## src/rtl/register_bank_reader.sv

```systemverilog
`default_nettype none
// ============================================================================
//  Module   : register_bank_reader
//  Purpose  : Reads cells out of a flattened ROWS x COLS register bank, one
//             cell per command (single read) or every cell in index order
//             (stream). Beats are presented with a valid/ready handshake.
//  Revision : 1.0  initial release
// ----------------------------------------------------------------------------
//  Ports
//    clk          in   rising-edge clock
//    clear        in   synchronous active-high reset, highest priority
//    bankData     in   ROWS*COLS*WIDTH flattened bank; cell k at
//                      [WIDTH*k +: WIDTH], k = row*COLS + col
//    readCmd      in   single-cell read request (honoured in IDLE only)
//    readAddr     in   {row[5:3], col[2:0]} of the requested cell
//    streamStart  in   stream-all-cells request (honoured in IDLE only)
//    outReady     in   consumer accepts the current beat
//    dataOut      out  cell value of the current beat
//    outValid     out  dataOut / outIndex carry a valid beat
//    outIndex     out  linear cell index k of the current beat
//    busy         out  high whenever the reader is not idle
//    addrError    out  one-cycle pulse when a single read is rejected
//    streamDone   out  one-cycle pulse after the final stream beat transfers
// ============================================================================
module register_bank_reader #(
    parameter int ROWS  = 5,
    parameter int COLS  = 5,
    parameter int WIDTH = 8
) (
    input  logic                       clk,
    input  logic                       clear,
    input  logic [ROWS*COLS*WIDTH-1:0] bankData,
    input  logic                       readCmd,
    input  logic [5:0]                 readAddr,
    input  logic                       streamStart,
    input  logic                       outReady,
    output logic [WIDTH-1:0]           dataOut,
    output logic                       outValid,
    output logic [4:0]                 outIndex,
    output logic                       busy,
    output logic                       addrError,
    output logic                       streamDone
);

    // The 5-bit index space holds up to 32 cells.
    localparam int         c_NUM_CELLS = ROWS * COLS;
    localparam int         c_MAX_CELLS = 32;
    localparam logic [4:0] c_LAST_IDX  = 5'(c_NUM_CELLS - 1);

    typedef enum logic [1:0] {
        S_IDLE   = 2'd0,
        S_SINGLE = 2'd1,
        S_STREAM = 2'd2,
        S_DONE   = 2'd3
    } stateType;

    stateType         r_state;
    logic [WIDTH-1:0] r_dataOut;
    logic             r_outValid;
    logic [4:0]       r_outIndex;
    logic             r_addrError;
    logic             r_streamDone;

    // ------------------------------------------------------------------------
    // Cell view of the bank. Padding the array to the full 5-bit index space
    // lets every cell lookup use a plain 5-bit index with no range concerns;
    // unused slots read as zero and are never selected by the FSM.
    // ------------------------------------------------------------------------
    logic [WIDTH-1:0] w_cells [c_MAX_CELLS];

    for (genvar g = 0; g < c_MAX_CELLS; g++) begin : g_cells
        if (g < c_NUM_CELLS) begin : g_used
            assign w_cells[g] = bankData[g*WIDTH +: WIDTH];
        end else begin : g_pad
            assign w_cells[g] = '0;
        end
    end

    // ------------------------------------------------------------------------
    // Single-read address decode
    // ------------------------------------------------------------------------
    logic [2:0] w_rowNum;
    logic [2:0] w_colNum;
    logic       w_addrOk;
    logic [4:0] w_singleIdx;
    logic [4:0] w_nextIdx;

    assign w_rowNum    = readAddr[5:3];
    assign w_colNum    = readAddr[2:0];
    assign w_addrOk    = (32'(w_rowNum) < 32'(ROWS)) && (32'(w_colNum) < 32'(COLS));
    assign w_singleIdx = 5'(32'(w_rowNum) * 32'(COLS) + 32'(w_colNum));
    assign w_nextIdx   = r_outIndex + 5'd1;

    // ------------------------------------------------------------------------
    // Control FSM with registered outputs. In SINGLE and STREAM outValid is
    // always 1, so a transfer in those states is simply outReady.
    // ------------------------------------------------------------------------
    always_ff @(posedge clk) begin
        if (clear) begin
            r_state      <= S_IDLE;
            r_dataOut    <= '0;
            r_outValid   <= 1'b0;
            r_outIndex   <= '0;
            r_addrError  <= 1'b0;
            r_streamDone <= 1'b0;
        end else begin
            // Both status outputs are single-cycle pulses by default.
            r_addrError  <= 1'b0;
            r_streamDone <= 1'b0;

            case (r_state)
                S_IDLE: begin
                    // readCmd takes precedence; a concurrent streamStart is
                    // dropped, even when the read itself is rejected.
                    if (readCmd) begin
                        if (w_addrOk) begin
                            r_state    <= S_SINGLE;
                            r_dataOut  <= w_cells[w_singleIdx];
                            r_outIndex <= w_singleIdx;
                            r_outValid <= 1'b1;
                        end else begin
                            r_addrError <= 1'b1;
                        end
                    end else if (streamStart) begin
                        r_state    <= S_STREAM;
                        r_dataOut  <= w_cells[0];
                        r_outIndex <= '0;
                        r_outValid <= 1'b1;
                    end
                end

                S_SINGLE: begin
                    if (outReady) begin
                        r_state    <= S_IDLE;
                        r_outValid <= 1'b0;
                    end
                end

                S_STREAM: begin
                    // Without a transfer nothing is reloaded, so the beat
                    // stays frozen even while bankData moves underneath.
                    if (outReady) begin
                        if (r_outIndex == c_LAST_IDX) begin
                            r_state      <= S_DONE;
                            r_outValid   <= 1'b0;
                            r_streamDone <= 1'b1;
                        end else begin
                            r_outIndex <= w_nextIdx;
                            r_dataOut  <= w_cells[w_nextIdx];
                        end
                    end
                end

                S_DONE: begin
                    // streamDone is high for this one cycle only.
                    r_state <= S_IDLE;
                end

                default: begin
                    r_state    <= S_IDLE;
                    r_outValid <= 1'b0;
                end
            endcase
        end
    end

    assign dataOut    = r_dataOut;
    assign outValid   = r_outValid;
    assign outIndex   = r_outIndex;
    assign busy       = (r_state != S_IDLE);
    assign addrError  = r_addrError;
    assign streamDone = r_streamDone;

endmodule
`default_nettype wire
```

## config.mk

```make
export PLATFORM = sky130hd
export DESIGN_NAME = register_bank_reader
export DESIGN_NICKNAME = d
export VERILOG_FILES = /design/src/rtl/register_bank_reader.sv
export SDC_FILE = /design/constraint.sdc
export NUM_CORES = 1
export LEC_CHECK = 0
export CAP_MARGIN = 40
export CORE_MARGIN = 4
export CORE_UTILIZATION = 39
export CTS_BUF_LIST = sky130_fd_sc_hd__clkbuf_2
export DETAILED_ROUTE_END_ITERATION = 16
export PLACE_DENSITY_LB_ADDON = 0.3
export SKIP_LAST_GASP = 1
export SLEW_MARGIN = 30
export SYNTH_ARGS = -nofsm -noshare
export SYNTH_HDL_FRONTEND = slang
export SYNTH_SLANG_ARGS = --single-unit
```

## constraint.sdc

```tcl
create_clock -name clk -period 3.1 [get_ports clk]
set_clock_uncertainty 0.1 [all_clocks]
set_input_delay 0.62 -clock clk [delete_from_list [all_inputs] [get_ports clk]]
set_output_delay 0.62 -clock clk [all_outputs]
set_load 0.01 [all_outputs]
```

==> results of run 1 <==
layer usage:
layer	part of all wire [%]	global-route usage, %
met5	0	0
met4	3.3	7.97
met3	6.6	4.55
met2	53	49.1
met1	37	30.3
cell families after synthesis:
| family | after synthesis | share of synthesized area, % |
|---|---|---|
| multiplexers | 150 | 48.5 |
| AND/OR/NAND/NOR | 90 | 9.40 |
| flip-flops | 18 | 7.54 |
| XOR/XNOR | 10 | 2.62 |
| buffers and inverters | 56 | 8.20 |
| AO/OA/AOI/OAI | 113 | 19.4 |
| adder cells (fa/ha/maj) | 16 | 4.35 |
through the flow:
stage	power [mW]	cells	hold WS (ns)	setup TNS [ns]	cell area [sq um]
after floorplan	3.44	453	0.409	0	4780
after global placement	4.49	819	0.395	-3.13	7270
after detailed placement	4.56	819	0.395	-4.10	7270
after CTS	4.70	823	0.418	0	7330
after global routing	5.03	827	0.446	0	7380
final	4.74	827	0.423	0	7380
worst min path at each step:
stage / from / to / slack (ns)
finish: dataOut[1] / dataOut[1] / 0.42
global route: dataOut[1] / dataOut[1] / 0.45
CTS: dataOut[1] / dataOut[1] / 0.42
floorplan: r_state[0] / r_state[0] / 0.41
global placement: dataOut[1] / dataOut[1] / 0.39
detailed placement: dataOut[1] / dataOut[1] / 0.40
critical path: stages:
cell and delay (ns):
clkdlybuf4s50_1 0.42, ha_1 0.24, ha_4 0.18, fa_2 0.64, nor2_1 0.09, buf_12 0.17
a22oi_1 0.21, a32oi_1 0.13, nand2_1 0.08, nand3_1 0.09, a311oi_2 0.23
power by group through the flow:
stage | Sequential, mW | Clock (mW) | Combinational, mW
global route | 0.473 | 0.126 | 4.44
finish | 0.457 | 0.118 | 4.17
floorplan | 0.416 | 0 | 3.03
detailed placement | 0.461 | 0 | 4.10
global placement | 0.454 | 0 | 4.04
CTS | 0.454 | 0.117 | 4.13
sequential cells by signal, indices dropped and copies added (netlist names):
register	flops
streamDone	1
r_state	2
dataOut	8
addrError	1
outIndex	5
outValid	1
layout by cell type (no fill, tap or decap), drive strengths merged, types with 2 or more instances in the layout:
| cell type | n |
|---|---|
| a211oi | 17 |
| a21oi | 7 |
| a22o | 6 |
| a22oi | 42 |
| a311oi | 8 |
| a31oi | 2 |
| a32oi | 8 |
| and3 | 2 |
| buf | 41 |
| clkbuf | 4 |
| clkdlybuf4s50 | 223 |
| dfxtp | 18 |
| dlygate4sd2 | 2 |
| dlymetal6s2s | 2 |
| ha | 15 |
| inv | 10 |
| mux2i | 86 |
| mux4 | 64 |
| nand2 | 33 |
| nand3 | 20 |
| nand4 | 3 |
| nor2 | 21 |
| nor2b | 6 |
| nor4 | 2 |
| o211ai | 8 |
| o21ai | 6 |
| o22ai | 6 |
| xnor2 | 5 |
| xor2 | 5 |
final cells by class:
type / instances / share of cell area, %
inverters: 10 / 0.508
clock inverters: 1 / 0.0508
clock buffers: 3 / 0.203
multi-input cells: 379 / 55.5
repair buffers: 269 / 36.4
flip-flops and latches: 18 / 4.90
well taps: 147 / 2.49
what timing repair did:
item,CTS,global route
hold endpoints to repair,0,0
gates resized for setup,8,5
setup buffers,0,2
pin swaps,3,7
endpoints found under the setup margin,8,2
==> impl_metrics.json, run 1 <==
{
  "synth_cells": 453,
  "post-route-period-util_pct": 94.1,
  "path_clk_slew_ns": 0.23,
  "cts_root_buf": "clkbuf_2",
  "hp-class": "reg2reg",
  "slew_headroom_pct": 51.7,
  "synth_area_sq_um": 4780,
  "yosysMostFrequentCell": "mux2i_1",
  "outcome": "complete, no violations",
  "ys_types": 49,
  "internal_power_mw": 2.52,
  "insertion_delay_ns": 0.32,
  "syn_to_final_growth_pct": 54.5,
  "n_fill_cell": 999,
  "diodes": 0,
  "finalWorstSetupSlack_ns": 0.184,
  "core_sq_um": 12000,
  "vias": 5230,
  "syn_avg_cell_area_sq_um": 10.5,
  "grt-ovfl-total": 0,
  "pwr-share-comb_pct": 87.9,
  "r2r_setup_slack_ns": 0.38,
  "firstDrtPassIters": 7,
  "grt_max_degree": 51,
  "nets": 908,
  "max_clock_freq_mhz": 343,
  "die_h_um": 119,
  "yosysTopAreaCellShare_pct": 28.3,
  "path_max_fanout": 14,
  "synth_flop_cell": "dfxtp_1",
  "regToRegStartpoint": "outIndex[1]",
  "drv_slew": 0,
  "grt_pass1_wl_mm": 29.9,
  "grt_pass1_vias": 5654,
  "pwr_density_cell_nw_per_um2": 642,
  "maxCapViolCount": 0,
  "routabilityCongestion": 0.933,
  "worstMarginPinSlew_ns": 0.722,
  "dieArea_sq_um": 14100,
  "leakage_nw": 2.75,
  "pwr-share-clk_pct": 2.5,
  "rsz0062_at_grt": "no",
  "holdBufCountCts": 0,
  "critPathLaunchType": "primary input",
  "ys_ff_latch": 18,
  "tritoncts": "yes",
  "clock_sink_count": 18,
  "grtUsageTotal_pct": 26.3,
  "synth_top_area_cell": "mux4_2",
  "whs_path_depth": 2,
  "drc": 0,
  "swShare_pct": 46.9,
  "worst-r2r-cell-count": 7,
  "ys_top_cells_by_area": "mux4_2 (28%), mux2i_1 (18%), dfxtp_1 (7.5%), a22oi_1 (6.6%), ha_1 (3.9%)",
  "ys_seq_area_share_pct": 7.54,
  "worstPathArrival_ns": 3.10,
  "cp-startpoint": "readAddr[0]",
  "pre_cts_ws_ns": -0.551,
  "hold_viol_final": 0,
  "dieWidth_um": 119,
  "vias_per_cell": 6.32,
  "wl_per_cell_um": 23.6,
  "synth-edff-count": 0,
  "ios": 228,
  "detail-route-antenna-nets": 0,
  "initial_core_util_pct": 39.8,
  "r2r_end": "dataOut[0]",
  "async_reset_ff_share_pct": 0,
  "htreeDepth": 1,
  "rows": 40,
  "finalCriticalPeriod_ns": 2.92,
  "portBuffers": 227,
  "drt_iter0_drc": 380,
  "regArea_sq_um": 362,
  "synth_commonest_cells": "mux2i_1 (86), mux4_2 (60), a22oi_1 (42)",
  "syn_nets": 680,
  "ir_drop_mv": 0.721,
  "critPathCaptureType": "register",
  "yosys_warnings": 0,
  "path_class": "in2reg",
  "seq_power_share_pct": 9.6,
  "dp_hpwl_mm": 16.1,
  "final_core_util_pct": 61.5,
  "cts_buffer_depth": 2,
  "setup_viol": 0,
  "cts_buffers": 3,
  "finalWirelength_mm": 19.5,
  "worstSetupEndpoint": "dataOut[6]",
  "p_sw_mw": 2.23,
  "multi_input_area_sq_um": 4100,
  "drive_gt1_share_pct": 20.1,
  "antenna_found_initial": 0,
  "cp.required_ns": 3.28
}
Power figures use the tool's default switching activity.
==> inputs of run 2 (changes only) <==
- CORE_MARGIN: 4 -> unset
==> impl_metrics.json, run 2 (synthesis results as in run 1) <==
{
  "outcome": "complete, no violations",
  "path_clk_slew_ns": 0.20,
  "worstPathArrival_ns": 3.21,
  "hold-path-endpoint": "dataOut[1]",
  "drv_slew": 0,
  "core_sq_um": 12000,
  "regToRegStartpoint": "outIndex[1]",
  "ios": 228,
  "r2r_setup_slack_ns": 0.29,
  "worst-r2r-cell-count": 7,
  "grt_pass1_vias": 5559,
  "ir_drop_mv": 0.661,
  "dpl_cell_area_sq_um": 7290,
  "drc": 0,
  "rsz0062_at_grt": "no",
  "drive_gt1_share_pct": 20.1,
  "vias": 5263,
  "finalCriticalPeriod_ns": 3.02,
  "pwr-share-clk_pct": 2.5,
  "pwr_density_cell_nw_per_um2": 640,
  "nets": 913,
  "final_cell_mix": "clkdlybuf4s50_1 (225), mux2i_1 (86), mux4_2 (60), a22oi_1 (42), buf_4 (39)",
  "portBuffers": 227,
  "fin_area_sq_um": 7380,
  "cp.required_ns": 3.29,
  "max_stage_delay_ns": 0.58,
  "max_clock_freq_mhz": 331,
  "grt-ovfl-total": 0,
  "fin_tns_setup_ns": 0,
  "path_max_fanout": 7,
  "path_class": "in2reg",
  "finalWorstSetupSlack_ns": 0.0775,
  "post-route-period-util_pct": 97.5,
  "whs_path_depth": 2,
  "cts_root_buf": "clkbuf_2",
  "syn_to_final_growth_pct": 54.5,
  "detail-route-antenna-nets": 0,
  "dieWidth_um": 113,
  "slew_headroom_pct": 42.2,
  "crit_buf_inv": 2,
  "met1_usage_pct": 32.7,
  "r2r_end": "dataOut[5]",
  "cts_buffers": 3,
  "grt_pass1_wl_mm": 28.4,
  "grtUsageTotal_pct": 28.8,
  "cts_buffer_depth": 2,
  "p_sw_mw": 2.21,
  "insertion_delay_ns": 0.35,
  "grt.busiest_layer": "met2",
  "holdBufCountCts": 0,
  "internal_power_mw": 2.52,
  "hold_viol_final": 0,
  "grt_util_met3_pct": 3.70,
  "seq_power_share_pct": 9.6,
  "grt_max_degree": 51,
  "swShare_pct": 46.7,
  "worstMarginPinSlew_ns": 0.866,
  "largest_reg_flops": 8,
  "rows": 40,
  "path_cells": "clkdlybuf4s50_1 > ha_1 > ha_4 > fa_2 > buf_6 > nor2_1 > a22oi_1 > nand4_1 > o211ai_1 > nand3_1 > a311oi_1",
  "leakage_nw": 2.75,
  "wl_per_cell_um": 22.4,
  "dpl.cell_count": 824,
  "hp-class": "reg2reg",
  "critPathTopFamily": "adder cells",
  "drt_iter0_drc": 314,
  "diodes": 0,
  "dieArea_sq_um": 12700,
  "vias_per_cell": 6.33,
  "critPathLaunchType": "primary input",
  "maxCapViolCount": 0,
  "initial_core_util_pct": 39.9,
  "pre_cts_ws_ns": -0.473,
  "stdcell_count": 832,
  "firstDrtPassIters": 7,
  "grt_use_met2_pct": 53.6,
  "finalWirelength_mm": 18.6,
  "tritoncts": "yes",
  "pwr-share-comb_pct": 87.9,
  "die_h_um": 113,
  "routabilityCongestion": 0.894,
  "htreeDepth": 1,
  "antenna_found_initial": 0,
  "n_fill_cell": 965,
  "cp-startpoint": "readAddr[1]",
  "min_from": "dataOut[1]",
  "crit_slowest_cell": "fa_2",
  "dp_hpwl_mm": 15.4,
  "critPathCaptureType": "register",
  "final_common_cell": "clkdlybuf4s50_1",
  "clock_sink_count": 18,
  "whs_ns": 0.429,
  "setup_viol": 0
}
run 2: final cells by class:
type | count | area, sq um | area share, %
Multi-Input combinational cell | 379 | 4080 | 55.2
Timing Repair Buffer | 274 | 2710 | 36.6
Sequential cell | 18 | 362 | 4.90
Tap cell | 147 | 184 | 2.49
Inverter | 10 | 37.5 | 0.508
Clock buffer | 3 | 15.0 | 0.203
Clock inverter | 1 | 3.75 | 0.0508
run 2: through the flow:
stage / total power, mW / utilization [%]
3_3_place_gp: 4.49 / 61.0
5_1_grt: 5.03 / 61.7
6_report: 4.73 / 61.7
4_1_cts: 4.70 / 61.6
3_5_place_dp: 4.55 / 61.0
2_1_floorplan: 3.44 / -
run 2: worst max-delay path by stage:
| stage | to | slack, ns | cells past startpoint |
|---|---|---|---|
| global route | dataOut[0] | 0.005 | 11 |
| finish | dataOut[6] | 0.08 | 11 |
| global placement | dataOut[3] | -0.37 | 11 |
| floorplan | dataOut[4] | 0.03 | 12 |
| detailed placement | dataOut[0] | -0.47 | 11 |
| CTS | dataOut[0] | 0.07 | 11 |
run 2: power groups by stage:
stage               registers [mW]  clock network, mW  logic, mW
floorplan                    0.416                  0       3.03
global placement             0.454                  0       4.04
detailed placement           0.457                  0       4.09
CTS                          0.452              0.117       4.13
global route                 0.465              0.127       4.44
finish                       0.452              0.119       4.15
run 2: routing by layer:
metal,wire (um),vias up
li1,-,2337
met1,6770,2578
met2,9730,275
met3,1150,73
met4,988,0
met5,0,-
run 2: tightest hold or removal path, delay by kind of cell (launching register included):
| kind | cells | cell delay, ns |
|---|---|---|
| DFF | 1 | 0.36 |
| AOI/OAI and AO/OA | 1 | 0.05 |
| and+or+nand+nor | 1 | 0.10 |
run 2: repair_timing:
item / CTS / global route
endpoints found under the setup margin: 8 / 0
setup buffers: 3 / 0
gates resized for setup: 7 / 0
endpoints found under the hold margin: 0 / 0
